### src/rtl/spr_access_ctrl.sv
// SPR access initiator: decodes mtspr/mfspr requests onto SPR file ports and owns the DEC decrementer.
// Optional build macro SPR_PRIV_CHECK_EN adds req_priv and rejects user-mode access to privileged SPRs.
module spr_access_ctrl #(
  parameter int DATA_W       = 32,
  parameter int IDX_W        = 4,
  parameter int DEC_PRESCALE = 1
) (
  input  logic              clk,
  input  logic              rst,
  input  logic              req_valid,
  output logic              req_ready,
  input  logic              req_mt,
  input  logic [9:0]        req_sprn,
  input  logic [DATA_W-1:0] req_wdata,
`ifdef SPR_PRIV_CHECK_EN
  input  logic              req_priv,
`endif
  output logic              rsp_valid,
  input  logic              rsp_ready,
  output logic [DATA_W-1:0] rsp_data,
  output logic              rsp_err,
  output logic              spr_wr0,
  output logic [IDX_W-1:0]  spr_waddr0,
  output logic [DATA_W-1:0] spr_wd0,
  output logic [IDX_W-1:0]  spr_raddr0,
  input  logic [DATA_W-1:0] spr_rd0,
  output logic              spr_wr1,
  output logic [IDX_W-1:0]  spr_waddr1,
  output logic [DATA_W-1:0] spr_wd1,
  output logic              dec_irq
);

  localparam logic [IDX_W-1:0] DEC_IDX = IDX_W'(3);
  localparam int PRE_W = (DEC_PRESCALE > 1) ? $clog2(DEC_PRESCALE) : 1;
  localparam logic [PRE_W-1:0] PRE_MAX = PRE_W'(DEC_PRESCALE - 1);

  typedef enum logic [1:0] {S_IDLE, S_EXEC, S_RESP} state_t;

  // Handshakes: a transfer happens on a rising clk edge where valid & ready are both 1;
  // the sender holds valid and its payload stable until that edge.
  state_t state, state_nx;

  logic [9:0]        sprn;
  logic [IDX_W-1:0]  dec_idx_c;
  logic              dec_legal_c;
  logic              req_fire;

  logic              mt_q;
  logic              legal_q;
  logic              is_dec_q;
  logic [IDX_W-1:0]  idx_q;
  logic [DATA_W-1:0] wdata_q;
  logic [DATA_W-1:0] rsp_data_q;
  logic              rsp_err_q;

  logic [PRE_W-1:0]  pre_cnt;
  logic [DATA_W-1:0] dec_cnt;
  logic              tick;
  logic              dec_load;
  logic              irq_q;
  logic              wr1_q;
  logic [DATA_W-1:0] wd1_q;

  // The instruction field carries the two 5-bit halves of the SPR number swapped.
  assign sprn     = {req_sprn[4:0], req_sprn[9:5]};
  assign req_fire = req_valid & req_ready;

  always_comb begin
    dec_idx_c   = '0;
    dec_legal_c = 1'b1;
    case (sprn)
      10'd1:   dec_idx_c = IDX_W'(0);
      10'd8:   dec_idx_c = IDX_W'(1);
      10'd9:   dec_idx_c = IDX_W'(2);
      10'd22:  dec_idx_c = DEC_IDX;
      10'd26:  dec_idx_c = IDX_W'(4);
      10'd27:  dec_idx_c = IDX_W'(5);
      10'd272: dec_idx_c = IDX_W'(6);
      10'd273: dec_idx_c = IDX_W'(7);
      10'd274: dec_idx_c = IDX_W'(8);
      10'd275: dec_idx_c = IDX_W'(9);
      default: dec_legal_c = 1'b0;
    endcase
`ifdef SPR_PRIV_CHECK_EN
    if (sprn[4] && !req_priv) dec_legal_c = 1'b0;
`endif
  end

  // State register
  always_ff @(posedge clk or posedge rst) begin
    if (rst) state <= S_IDLE;
    else     state <= state_nx;
  end

  // Next-state logic
  always_comb begin
    state_nx = state;
    case (state)
      S_IDLE:  if (req_fire) state_nx = S_EXEC;
      S_EXEC:  state_nx = S_RESP;
      S_RESP:  if (rsp_ready) state_nx = S_IDLE;
      default: state_nx = S_IDLE;
    endcase
  end

  // Output logic
  always_comb begin
    req_ready  = (state == S_IDLE) & ~rst;
    rsp_valid  = (state == S_RESP);
    rsp_data   = (state == S_RESP) ? rsp_data_q : '0;
    rsp_err    = (state == S_RESP) ? rsp_err_q  : 1'b0;
    spr_wr0    = (state == S_EXEC) & mt_q & legal_q & ~is_dec_q;
    spr_waddr0 = spr_wr0 ? idx_q   : '0;
    spr_wd0    = spr_wr0 ? wdata_q : '0;
    spr_raddr0 = ((state == S_EXEC) & ~mt_q & legal_q & ~is_dec_q) ? idx_q : '0;
  end

  always_ff @(posedge clk or posedge rst) begin
    if (rst) begin
      mt_q       <= 1'b0;
      legal_q    <= 1'b0;
      is_dec_q   <= 1'b0;
      idx_q      <= '0;
      wdata_q    <= '0;
      rsp_data_q <= '0;
      rsp_err_q  <= 1'b0;
    end else begin
      if (req_fire) begin
        mt_q     <= req_mt;
        legal_q  <= dec_legal_c;
        is_dec_q <= dec_legal_c && (dec_idx_c == DEC_IDX);
        idx_q    <= dec_idx_c;
        wdata_q  <= req_wdata;
      end
      if (state == S_EXEC) begin
        rsp_err_q <= ~legal_q;
        if (!mt_q && legal_q) rsp_data_q <= is_dec_q ? dec_cnt : spr_rd0;
        else                  rsp_data_q <= '0;
      end
    end
  end

  // DEC: a load from mtspr overrides a coincident decrement and restarts the prescaler.
  assign tick     = (pre_cnt == PRE_MAX);
  assign dec_load = (state == S_EXEC) & mt_q & legal_q & is_dec_q;

  always_ff @(posedge clk or posedge rst) begin
    if (rst) begin
      pre_cnt <= '0;
      dec_cnt <= '0;
      irq_q   <= 1'b0;
      wr1_q   <= 1'b0;
      wd1_q   <= '0;
    end else if (dec_load) begin
      pre_cnt <= '0;
      dec_cnt <= wdata_q;
      irq_q   <= 1'b0;
      wr1_q   <= 1'b1;
      wd1_q   <= wdata_q;
    end else if (tick) begin
      pre_cnt <= '0;
      dec_cnt <= dec_cnt - 1'b1;
      irq_q   <= (dec_cnt == '0);
      wr1_q   <= 1'b1;
      wd1_q   <= dec_cnt - 1'b1;
    end else begin
      pre_cnt <= pre_cnt + 1'b1;
      irq_q   <= 1'b0;
      wr1_q   <= 1'b0;
    end
  end

  assign spr_wr1    = wr1_q;
  assign spr_wd1    = wd1_q;
  assign spr_waddr1 = DEC_IDX;
  assign dec_irq    = irq_q;

endmodule
### config.mk
export PLATFORM = sky130hd
export DESIGN_NAME = spr_access_ctrl
export DESIGN_NICKNAME = d
export VERILOG_FILES = /design/src/rtl/spr_access_ctrl.sv
export SDC_FILE = /design/constraint.sdc
export NUM_CORES = 1
export LEC_CHECK = 0
export ABC_AREA = 1
export CORE_AREA = 5 5 147 149
export DETAILED_ROUTE_END_ITERATION = 7
export DIE_AREA = 0 0 152 154
export RECOVER_POWER = 50
export SKIP_CTS_REPAIR_TIMING = 1
export SLEW_MARGIN = 40
export SYNTH_ARGS = -nofsm -noshare
export SYNTH_HDL_FRONTEND = slang
export SYNTH_SLANG_ARGS = --single-unit
### constraint.sdc
create_clock -name clk -period 6.9 [get_ports clk]
set_input_delay 1.38 -clock clk [delete_from_list [all_inputs] [get_ports clk]]
set_output_delay 1.38 -clock clk [all_outputs]
set_load 0.05 [all_outputs]
==> metrics.csv <==
metric,value,unit
status,"complete, but fails checks",
failed_checks,"max-capacitance violations, max-slew violations",
yosys-top-cells-area,"dfrtp_1 (46%), nand2_1 (12%), nor2_1 (11%), inv_1 (7.7%), o21ai_0 (5.4%)",
core_area,20040,sq um
hold_violations,0,
n_fill_cell,2142,
setup.worst_path.end_class,output port,
synth_top_cell_area_share,0.4569,
finalInstanceArea,8217,sq um
placed_cell_area,7954,sq um
setup.worst_path.start_class,register,
max_slew_headroom,-0.5714,
die_x,152,um
total_leakage_power,3.531,nW
post_synth_inst_count,828,
layout_worst_path_cycle_share,0.7110,
seq_area_frac_synth,0.4569,
gp_routability_congestion,0.8686,
power_per_cell_area,226.5,nW/um^2
cts_root_buf,clkbuf_16,
max_cap_violations,4,
routedWlPerCell,15.58,um
fin_worst_hold_slack,0.4755,ns
cts_inserted_buffers,9,
number_of_antenna_repair_diodes,0,
routed_wirelength,19780,um
multi_input_comb_area,2510,sq um
timing_max_transition_violations_final,212,
finalSetupViolations,0,
clock_latency,0.36,ns
grt_overall_usage,0.1666,
number_of_cell_rows,52,
ports_placed_on_the_boundary,193,
fp.dieArea,23410,sq um
vias,5630,
detail_route.vias_per_cell,4.433,
synthArstFlopShare,1.000,
area_growth,38.93,%
cts_tree,done,
detail_route.first_pass.iterations,4,
critPathArrivalTime,3.53,ns
grt_antenna_before_repair,0,
clock_pin_slew_of_the_registers_on_the_worst_case_setup_and_hold_paths,0.08,ns
detail_route.drc_violations,0,
gr-total-overflow,0,
global_route_wire_length_before_repair,31370,um
grt_setup_unrepaired,no,
cp.required,5.52,ns
dominantRegCellSynth,dfrtp_1,
largest_net_degree_at_the_start_of_global_routing,75,
drtIter0Drc,308,
setup_skew_after_layout,0.01205,ns
grt_pass1_vias,5557,
hp-class,reg -> reg,
yosys.cell_types.count,38,
period_minus_slack,4.906,ns
clockBufferDepth,2,
initial_utilization,0.2951,
totalPowerFinal,1.861,mW
ys_warn_count,0,
ff_latch_area,2703,sq um
final_nets,1076,
hpwlAfterDp,14920,um
timing.setup.tns,0,ns
netlist_area_pre_place,5914,sq um
synth.avg_cell_area,7.143,sq um
fmaxAchievable,203.8,MHz
number_of_synthesized_flops_with_an_enable_pin,0,
antenna_left,0,
synth_area_leader_cell,dfrtp_1,
timing.setup.critical_path_class,reg -> out,
numClockSinks,108,
layout-drive-gt1-share,0.03100,
utilization,0.4100,
count_of_buffers_from_port_buffering,188,
tightest_slew,2.344,ns
clock_tree.htree_level_count,3,
fp.dieH,154,um
worst-path-max-fanout,58,
synth_seq_cells,108,
ir_worst_vdd,0.1162,mV
## area by class of cell
cell class                 count  area share
timing repair buffer         190      0.2313
clock inverter                 5    0.007462
multi-input combinational    561      0.3055
tap                          270     0.04111
inverter                     125     0.05741
clock buffer                  11     0.02832
sequential                   108      0.3289
## routing by layer
layer | part of all wire | track usage | wire length (um)
met5 | 0 | 0 | 0
met4 | 0.014 | 0.04366 | 278
met3 | 0.059 | 0.03457 | 1170
met2 | 0.45 | 0.2561 | 8807
met1 | 0.48 | 0.2393 | 9526
## layout by cell type, fill, tap and decap left out, drive strengths merged
cell type	count
bufinv	1
clkbuf	11
a21boi	1
nor3	2
dlygate4sd3	34
and2	1
clkinv	3
o21ai	85
nor4	1
nor2	178
clkdlybuf4s50	154
xor2	4
ha	2
nand4	5
buf	2
o21bai	2
a22oi	1
o22ai	24
a31oi	2
conb	5
dfrtp	108
clkinvlp	2
o32ai	9
inv	124
nor3b	1
nand3	39
a21oi	2
nand3b	1
nand2	193
xnor2	3
## critical path, cell delays in order (launching register included)
cell and delay [ns]:
dfrtp_1 1.46, inv_1 0.54, nand3_1 0.38, nor2_1 0.07
clkdlybuf4s50_1 0.70
## state kept, by name, indices dropped and copies added (netlist names)
| register | cells |
|---|---|
| is_dec_q | 1 |
| legal_q | 1 |
| wdata_q | 32 |
| dec_irq | 1 |
| rsp_data_q | 32 |
| spr_wr1 | 1 |
| dec_cnt | 32 |
| idx_q | 4 |
| mt_q | 1 |
| state | 2 |
| rsp_err_q | 1 |
## final timing paths
path	slack (ns)	depth (start not counted)	startpoint	end
max	1.99	4	is_dec_q	spr_raddr0[1]
min	0.48	2	wdata_q[27]	dec_cnt[27]
max reg2reg	2.21	5	is_dec_q	dec_cnt[10]
min reg2reg	0.48	2	wdata_q[27]	dec_cnt[27]
max in group asynchronous	3.43	3	rst	dec_cnt[26]
min in group asynchronous	2.13	2	rst	state[0]
## power by group
part | leakage (nW) | switching [mW] | internal, mW
Combinational | 2.12 | 0.334 | 0.176
Sequential | 1.27 | 0.0616 | 0.753
Clock | 0.144 | 0.251 | 0.285
Total | 3.53 | 0.647 | 1.21
## per-stage QoR
stage	cells	setup WS (ns)
finish	1270	1.994
global route	1270	1.610
CTS	1270	2.601
detailed placement	1254	2.684
global placement	1254	2.673
floorplan	831	2.674
## cells by family after synthesis
family,Yosys count,share of synthesized area
xor+xnor,7,0.01037
buf+inv,162,0.1157
flops,108,0.4569
fa+ha+maj,2,0.004230
compound gates,126,0.1206
other cells,2,0.001270
simple gates,421,0.2909
## synth_stat cells (all sizes together), types with 2 or more instances
cell type,count
xor2,4
nor2,178
o32ai,9
a21oi,2
inv,124
ha,2
dfrtp,108
o21ai,85
nand2,193
nand4,5
nor3,2
nand3,39
a31oi,2
xnor2,3
conb,2
o22ai,24
clkbuf,10
buf,27
o21bai,2
No activity file was read; power rests on OpenSTA's default activity.
